[src/rtl/matmul_seq_ctrl_if.sv]
// Host-side streams of the matmul sequencer: X operands in, results out.
// master = host, slave = sequencer.
interface matmul_seq_ctrl_if;
  logic       s_valid;
  logic       s_ready;
  logic [7:0] s_data;
  logic       m_valid;
  logic       m_ready;
  logic [8:0] m_data;
  logic       m_last;

  modport master (
    output s_valid, s_data, m_ready,
    input  s_ready, m_valid, m_data, m_last
  );

  modport slave (
    input  s_valid, s_data, m_ready,
    output s_ready, m_valid, m_data, m_last
  );
endinterface

[src/rtl/matmul_seq_ctrl.sv]
// Matmul sequencer: load X, run ALU, read results from SRAM, stream out.
// Optional MATMUL_TIMEOUT_EN adds a watchdog into a sticky ERR state.
module matmul_seq_ctrl #(
  parameter int X_WORDS     = 8,
  parameter int NUM_RESULTS = 16,
  parameter int ADDR_W      = 8,
  parameter int TIMEOUT_CYC = 1023
) (
  input  logic              clk,
  input  logic              rst,
  matmul_seq_ctrl_if.slave  bus,
  input  logic              start,
  output logic              busy,
  output logic              done,
  output logic              err,
  output logic              input_load_en,
  output logic              valid_input,
  output logic [7:0]        X_load,
  input  logic              xload_done,
  output logic              ALU_en,
  input  logic              ALU_done,
  output logic              read_n,
  output logic [ADDR_W-1:0] r_addr,
  input  logic              ry,
  input  logic [8:0]        data_out
);

  localparam int CNT_W = $clog2(X_WORDS + 1);
  localparam logic [CNT_W-1:0] X_MAX = CNT_W'(X_WORDS);
  localparam logic [ADDR_W-1:0] LAST_ADDR = ADDR_W'(NUM_RESULTS - 1);

  typedef enum logic [2:0] {
    S_IDLE,
    S_LOAD,
    S_COMPUTE,
    S_RD_REQ,
    S_RD_WAIT,
    S_OUT,
    S_DONE,
    S_ERR
  } state_e;

  state_e state_q, state_d;

  logic [CNT_W-1:0]  load_cnt_q, load_cnt_d;
  logic [7:0]        x_load_q, x_load_d;
  logic              valid_input_q, valid_input_d;
  logic [ADDR_W-1:0] r_addr_q, r_addr_d;
  logic [8:0]        m_data_q, m_data_d;
  logic              m_valid_q, m_valid_d;
  logic              m_last_q, m_last_d;
  logic              err_q, err_d;
  logic              busy_q, busy_d;
  logic              done_q, done_d;
  logic              s_ready_q, s_ready_d;
  logic              load_en_q, load_en_d;
  logic              alu_en_q, alu_en_d;
  logic              read_n_q, read_n_d;

  logic s_fire;
  logic m_fire;
  logic wd_hit;

  assign s_fire = bus.s_valid & s_ready_q;
  assign m_fire = m_valid_q & bus.m_ready;

`ifdef MATMUL_TIMEOUT_EN
  localparam int WD_W = $clog2(TIMEOUT_CYC + 1);

  logic [WD_W-1:0] wdog_q, wdog_d;
  logic            wd_run;

  assign wd_run = (state_q == S_COMPUTE) || (state_q == S_RD_WAIT);
  assign wd_hit = wd_run &&
                  ((32'(wdog_q) + 32'd1) == 32'(TIMEOUT_CYC));

  // Restart the count on entry to a waiting state, count while waiting
  always_comb begin
    wdog_d = wdog_q;
    if (state_d != state_q &&
        (state_d == S_COMPUTE || state_d == S_RD_WAIT)) begin
      wdog_d = '0;
    end else if (wd_run) begin
      wdog_d = wdog_q + WD_W'(1);
    end
  end

  // Watchdog counter register
  always_ff @(posedge clk or negedge rst) begin
    if (!rst) begin
      wdog_q <= '0;
    end else begin
      wdog_q <= wdog_d;
    end
  end
`else
  assign wd_hit = 1'b0;
`endif

  // Next-state, datapath handshakes and registered output values
  always_comb begin
    state_d       = state_q;
    load_cnt_d    = load_cnt_q;
    x_load_d      = x_load_q;
    valid_input_d = 1'b0;
    r_addr_d      = r_addr_q;
    m_data_d      = m_data_q;
    m_valid_d     = m_valid_q;
    m_last_d      = m_last_q;
    err_d         = err_q;

    unique case (state_q)
      S_IDLE: begin
        if (start) begin
          state_d    = S_LOAD;
          load_cnt_d = '0;
        end
      end
      S_LOAD: begin
        if (s_fire) begin
          x_load_d      = bus.s_data;
          valid_input_d = 1'b1;
          load_cnt_d    = load_cnt_q + CNT_W'(1);
        end
        if (xload_done) begin
          state_d = S_COMPUTE;
        end
      end
      S_COMPUTE: begin
        if (ALU_done) begin
          state_d  = S_RD_REQ;
          r_addr_d = '0;
        end else if (wd_hit) begin
          state_d = S_ERR;
          err_d   = 1'b1;
        end
      end
      S_RD_REQ: begin
        state_d = S_RD_WAIT;
      end
      S_RD_WAIT: begin
        if (ry) begin
          m_data_d  = data_out;
          m_valid_d = 1'b1;
          m_last_d  = (r_addr_q == LAST_ADDR);
          state_d   = S_OUT;
        end else if (wd_hit) begin
          state_d = S_ERR;
          err_d   = 1'b1;
        end
      end
      S_OUT: begin
        if (m_fire) begin
          m_valid_d = 1'b0;
          m_last_d  = 1'b0;
          if (m_last_q) begin
            state_d = S_DONE;
          end else begin
            r_addr_d = r_addr_q + ADDR_W'(1);
            state_d  = S_RD_REQ;
          end
        end
      end
      S_DONE: begin
        state_d    = S_IDLE;
        load_cnt_d = '0;
      end
      S_ERR: begin
        if (start) begin
          err_d      = 1'b0;
          load_cnt_d = '0;
          state_d    = S_LOAD;
        end
      end
      default: begin
        state_d = S_IDLE;
      end
    endcase

    busy_d    = (state_d != S_IDLE) && (state_d != S_ERR);
    done_d    = (state_d == S_DONE);
    load_en_d = (state_d == S_LOAD);
    s_ready_d = (state_d == S_LOAD) && (load_cnt_d < X_MAX);
    alu_en_d  = (state_d == S_COMPUTE);
    read_n_d  = (state_d != S_RD_REQ);
  end

  // State and registered outputs
  always_ff @(posedge clk or negedge rst) begin
    if (!rst) begin
      state_q       <= S_IDLE;
      load_cnt_q    <= '0;
      x_load_q      <= '0;
      valid_input_q <= 1'b0;
      r_addr_q      <= '0;
      m_data_q      <= '0;
      m_valid_q     <= 1'b0;
      m_last_q      <= 1'b0;
      err_q         <= 1'b0;
      busy_q        <= 1'b0;
      done_q        <= 1'b0;
      s_ready_q     <= 1'b0;
      load_en_q     <= 1'b0;
      alu_en_q      <= 1'b0;
      read_n_q      <= 1'b1;
    end else begin
      state_q       <= state_d;
      load_cnt_q    <= load_cnt_d;
      x_load_q      <= x_load_d;
      valid_input_q <= valid_input_d;
      r_addr_q      <= r_addr_d;
      m_data_q      <= m_data_d;
      m_valid_q     <= m_valid_d;
      m_last_q      <= m_last_d;
      err_q         <= err_d;
      busy_q        <= busy_d;
      done_q        <= done_d;
      s_ready_q     <= s_ready_d;
      load_en_q     <= load_en_d;
      alu_en_q      <= alu_en_d;
      read_n_q      <= read_n_d;
    end
  end

  assign busy          = busy_q;
  assign done          = done_q;
  assign err           = err_q;
  assign input_load_en = load_en_q;
  assign valid_input   = valid_input_q;
  assign X_load        = x_load_q;
  assign ALU_en        = alu_en_q;
  assign read_n        = read_n_q;
  assign r_addr        = r_addr_q;
  assign bus.s_ready   = s_ready_q;
  assign bus.m_valid   = m_valid_q;
  assign bus.m_data    = m_data_q;
  assign bus.m_last    = m_last_q;

endmodule
[src/flat_wrapper.sv]
// flat-port wrapper written by rule: the top's interface ports become plain ports
module matmul_seq_ctrl_flat 
#(
  parameter int X_WORDS     = 8,
  parameter int NUM_RESULTS = 16,
  parameter int ADDR_W      = 8,
  parameter int TIMEOUT_CYC = 1023
)
  (clk, rst, start, busy, done, err, input_load_en, valid_input, X_load, xload_done, ALU_en, ALU_done, read_n, r_addr, ry, data_out, bus_s_valid, bus_s_data, bus_m_ready, bus_s_ready, bus_m_valid, bus_m_data, bus_m_last);
  matmul_seq_ctrl_if bus_i ();
  input  logic clk;
  input  logic rst;
  input  logic start;
  output logic busy;
  output logic done;
  output logic err;
  output logic input_load_en;
  output logic valid_input;
  output logic [7:0] X_load;
  input  logic xload_done;
  output logic ALU_en;
  input  logic ALU_done;
  output logic read_n;
  output logic [ADDR_W-1:0] r_addr;
  input  logic ry;
  input  logic [8:0] data_out;
  input wire logic [$bits(bus_i.s_valid)-1:0] bus_s_valid;
  input wire logic [$bits(bus_i.s_data)-1:0] bus_s_data;
  input wire logic [$bits(bus_i.m_ready)-1:0] bus_m_ready;
  output wire logic [$bits(bus_i.s_ready)-1:0] bus_s_ready;
  output wire logic [$bits(bus_i.m_valid)-1:0] bus_m_valid;
  output wire logic [$bits(bus_i.m_data)-1:0] bus_m_data;
  output wire logic [$bits(bus_i.m_last)-1:0] bus_m_last;
  assign bus_i.s_valid = bus_s_valid;
  assign bus_i.s_data = bus_s_data;
  assign bus_i.m_ready = bus_m_ready;
  assign bus_s_ready = bus_i.s_ready;
  assign bus_m_valid = bus_i.m_valid;
  assign bus_m_data = bus_i.m_data;
  assign bus_m_last = bus_i.m_last;
  matmul_seq_ctrl #(.X_WORDS(X_WORDS), .NUM_RESULTS(NUM_RESULTS), .ADDR_W(ADDR_W), .TIMEOUT_CYC(TIMEOUT_CYC)) u_core (.clk(clk), .rst(rst), .bus(bus_i), .start(start), .busy(busy), .done(done), .err(err), .input_load_en(input_load_en), .valid_input(valid_input), .X_load(X_load), .xload_done(xload_done), .ALU_en(ALU_en), .ALU_done(ALU_done), .read_n(read_n), .r_addr(r_addr), .ry(ry), .data_out(data_out));
endmodule
[config.mk]
export PLATFORM = sky130hd
export DESIGN_NAME = matmul_seq_ctrl_flat
export DESIGN_NICKNAME = d
export VERILOG_FILES = /design/src/rtl/matmul_seq_ctrl_if.sv /design/src/rtl/matmul_seq_ctrl.sv /design/src/flat_wrapper.sv
export SDC_FILE = /design/constraint.sdc
export NUM_CORES = 1
export LEC_CHECK = 0
export ABC_AREA = 0
export CAP_MARGIN = 20
export CORE_MARGIN = 1
export CORE_UTILIZATION = 35
export DETAILED_ROUTE_END_ITERATION = 12
export GPL_TIMING_DRIVEN = 0
export PLACE_DENSITY = 0.72
export SLEW_MARGIN = 30
export SYNTH_ARGS = -nofsm -noshare
export SYNTH_HDL_FRONTEND = slang
export SYNTH_SLANG_ARGS = --single-unit
[constraint.sdc]
create_clock -name clk -period 1.6 [get_ports clk]
set_input_delay 0.32 -clock clk [delete_from_list [all_inputs] [get_ports clk]]
set_output_delay 0.32 -clock clk [all_outputs]
set_load 0.02 [all_outputs]
==> impl_metrics.csv, run 1 <==
group,metric,value,unit
power,total_power,5810,uW
worst_setup_path,max_stage_delay,0.41,ns
sta,final_hold_viol_count,0,
floorplan,dieArea,5840,sq um
synthesis,ys_types,45,
clock_tree,cts.sinks,41,
clock_tree,cts_buffers,5,
synthesis,ys_ff_latch,41,
route,wl_per_cell,16.5,um
synthesis,yosys_warnings,0,
power,p_int,3580,uW
clock_tree,tritoncts,"yes",
layout,nNetsFinal,289,
floorplan,initial_core_util,37.2,%
worst_setup_path,worstPathMaxFanout,5,
sta,setup_viol,33,
route,drc_errors,0,
placed_design,gp_congestion,0.802,
worst_hold_path,hp-class,"in -> async",
worst_setup_path,crit_type,"reg -> reg",
clock_tree,clock_latency,0.31,ns
floorplan,pin_count,60,
worst_setup_path,path_cells,"buf_6 > and4b_1 > a221o_1 > nand2_4 > buf_6 > or4_4 > a21oi_2",
sta,setup_ws,-0.267,ns
layout,num_antenna_cells,0,
worst_setup_path,regToRegStartpoint,"u_core.state_q[0]",
route,ant_nets,0,
sta,rsz0062_at_grt,"yes",
clock_tree,clk_pin_slew,0.09,ns
power,share_seq_of_total_power,28.2,%
sta,period_minus_slack,1.87,ns
run_status,failed_checks,"setup timing",
synthesis,ys_seq_area_share,53.0,%
global_route,grt_usage,18.4,%
run_status,status,"finished with violations",
power,switching_share,38.3,%
clock_tree,cts_root_buf,"clkbuf_8",
worst_setup_path,cp_slowest_cell,"dfrtp_1",
global_route,grt_pass1_vias,1716,
worst_setup_path,end_kind,"flip-flop",
floorplan,die_h,76.4,um
synthesis,syn_area,1940,sq um
layout,syn_to_final_growth,66.1,%
global_route,grt_overflow,0,
power,power.switching,2220,uW
route,vias,1744,
placed_design,detailed_place_hpwl,3.15,mm
global_route,grt_pass1_wl,8.49,mm
sta,setup_tns,-4.39,ns
sta,maxSlewViolCount,0,
clock_tree,htreeDepth,2,
sta,period_share,117,%
route,viasPerCell,5.24,
route,wl,5.49,mm
floorplan,core_area,5200,sq um
power,p_clk_share,14.6,%
route,drt_first_pass_iters,4,
synthesis,syn_avg_cell_area,11.3,sq um
job,drv_cap,0,
layout,fin_cells,333,
worst_setup_path,cp.arrival,2.09,ns
worst_setup_path,start_kind,"flip-flop",
worst_setup_path,cp_num_buf_inv,2,
power,power_density,1800,nW/um^2
layout,layout-drive-gt1-share,36.5,%
sta,max_freq,536,MHz
worst_setup_path,r2r_cells,7,
placed_design,place_ws,-0.676,ns
floorplan,floorplan.rows,26,
worst_setup_path,critical-path-top-cell-by-count,"buf_6",
worst_setup_path,worst_path_dominant_cell_family,"simple AND/OR/NAND/NOR gates",
clock_tree,cts_buffer_depth,2,
sta,holdWs,0.499,ns
global_route,antenna_found_initial,0,
worst_setup_path,cp.required,1.82,ns
worst_setup_path,timing.rr.end,"u_core.r_addr[2]",
sta,clock_skew,0.0140,ns
placed_design,port_buffers,58,
placed_design,place_inst,300,
power,power.share.combinational,57.2,%
synthesis,synthCells,171,
floorplan,die_w,76.4,um
power,power.leakage,0.00161,uW
route,drtIter0Drc,88,
worst_setup_path,r2r_slack,-0.27,ns
power,peakVddDrop,0.880,mV
global_route,grt_start_max_net_pins,23,
synthesis,synth_nets,198,
[cells by family (layout without fill, tap and decap cells)]
group           after synthesis  count (layout)  synth area share (%)
xor+xnor                      1               1                 0.452
other cells                   1               1                 0.193
simple gates                 56              56                  16.6
fa+ha+maj                     2               2                  1.29
flops                        41              41                  53.0
mux                          19              19                  10.9
compound gates               33              33                  12.4
buf+inv                      18             110                  5.16
[power groups by stage]
stage	combinational [uW]	clock, uW	sequential, uW
CTS	3010	852	1630
floorplan	1080	0	2000
detailed placement	2390	0	1640
finish	3320	846	1640
global placement	2360	0	1620
global route	3520	904	1690
[cells in the mapped netlist, drive strengths merged]
| library cell | count | area (sq um) |
|---|---|---|
| a22oi | 1 | 12.5 |
| and3 | 4 | 25.0 |
| or2 | 1 | 6.26 |
| o31ai | 7 | 52.6 |
| conb | 1 | 3.75 |
| inv | 9 | 33.8 |
| a221o | 1 | 10.0 |
| nand3 | 7 | 35.0 |
| nand4b | 1 | 15.0 |
| buf | 9 | 66.3 |
| and4 | 1 | 8.76 |
| nand2b | 2 | 12.5 |
| o21ai | 5 | 25.0 |
| a21o | 3 | 22.5 |
| and2 | 1 | 6.26 |
| ha | 2 | 25.0 |
| nand4 | 1 | 6.26 |
| mux2 | 17 | 191 |
| nor2 | 5 | 18.8 |
| and3b | 1 | 8.76 |
| mux2i | 2 | 20.0 |
| a31oi | 1 | 6.26 |
| a21oi | 10 | 50.1 |
| dfstp | 1 | 26.3 |
| nor2b | 2 | 12.5 |
| or4 | 5 | 37.5 |
| o2bb2ai | 1 | 8.76 |
| xor2 | 1 | 8.76 |
| nor3b | 1 | 7.51 |
| dfrtp | 40 | 1000 |
| nand2 | 15 | 66.3 |
| and4b | 1 | 10.0 |
| nand3b | 1 | 7.51 |
| a2111oi | 1 | 8.76 |
| nor3 | 5 | 25.0 |
| nor4 | 2 | 12.5 |
| a311oi | 1 | 8.76 |
| a32oi | 1 | 27.5 |
| a211oi | 1 | 7.51 |
[worst max-delay path by stage]
stage | startpoint | to | depth (start not counted) | slack [ns]
final | u_core.state_q[0] | u_core.r_addr[2] | 7 | -0.27
after global routing | u_core.state_q[0] | u_core.r_addr[4] | 7 | -0.32
after CTS | u_core.state_q[0] | u_core.r_addr[2] | 7 | -0.18
after detailed placement | start | u_core.r_addr[2] | 7 | -0.68
after global placement | rst | u_core.bus.m_last | 1 | -1.0
after floorplan | u_core.bus.m_last | u_core.r_addr[2] | 6 | -0.09
[metrics by stage]
stage	instance area [sq um]	utilization, %
final	3220	61.9
after global routing	3220	61.9
after CTS	3030	58.3
after detailed placement	2660	51.0
after global placement	2630	50.6
after floorplan	1960	-
[layout by cell type (no fill, tap or decap), types with 3 or more instances in the layout]
cell type	n
dlygate4sd2_1	15
dfrtp_1	38
mux2_4	7
nand2_1	13
clkdlybuf4s50_1	28
nor2_1	3
a21oi_1	3
or4_4	3
clkbuf_8	5
dlymetal6s2s_1	14
a21oi_2	6
inv_1	8
mux2_2	10
o31ai_1	5
buf_6	14
a21o_1	3
nand3_1	7
and3_1	3
buf_4	15
[cell type report]
| cell class | instances | area (sq um) |
|---|---|---|
| multi-input cells | 112 | 992 |
| plain buffers | 9 | 95.1 |
| fillers | 393 | 1990 |
| well taps | 70 | 87.6 |
| inverters | 9 | 33.8 |
| clock buffers | 6 | 72.6 |
| clock inverters | 2 | 38.8 |
| flip-flops and latches | 41 | 1030 |
| repair buffers | 84 | 870 |
[what timing repair did]
item                                   4_1_cts  5_1_grt
setup endpoints to repair                   45       48
gates resized for setup                     50       36
hold buffers                                 1        0
pin swaps                                   12       10
setup buffers                               15        6
gates cloned                                 2        1
endpoints found under the hold margin       18        0
[per-layer routing]
metal / vias up / GRT usage (%) / part of all wire, %
li1: 798 / - / -
met1: 877 / 22.1 / 40
met2: 57 / 31.4 / 53
met3: 12 / 3.95 / 4.4
met4: 0 / 8.65 / 2.3
met5: - / 0 / 0
[flip-flops by register name, indices dropped and copies added (netlist names)]
| signal | flops |
|---|---|
| u_core.bus.m_valid | 1 |
| u_core.read_n | 1 |
| u_core.bus.m_data | 9 |
| u_core.r_addr | 8 |
| u_core.input_load_en | 1 |
| u_core.busy | 1 |
| u_core.state_q | 3 |
| u_core.load_cnt_q | 4 |
| u_core.done | 1 |
| u_core.valid_input | 1 |
| u_core.ALU_en | 1 |
| u_core.X_load | 8 |
| u_core.bus.m_last | 1 |
| u_core.bus.s_ready | 1 |
[worst reg2reg max path, cell delays in order (launching register included)]
cell and delay (ns):
dfrtp_1 0.41, buf_6 0.15, and4b_1 0.24, a221o_1 0.21, nand2_4 0.08, buf_6 0.14, or4_4 0.41, a21oi_2 0.15
(Power assumes the default switching activity.)
==> run 2, diff against run 1 <==
GPL_ROUTABILITY_DRIVEN = 1   (was unset)
==> results of run 2 <==
Same layout as run 1: the final DEF is identical, and so are final timing and power.
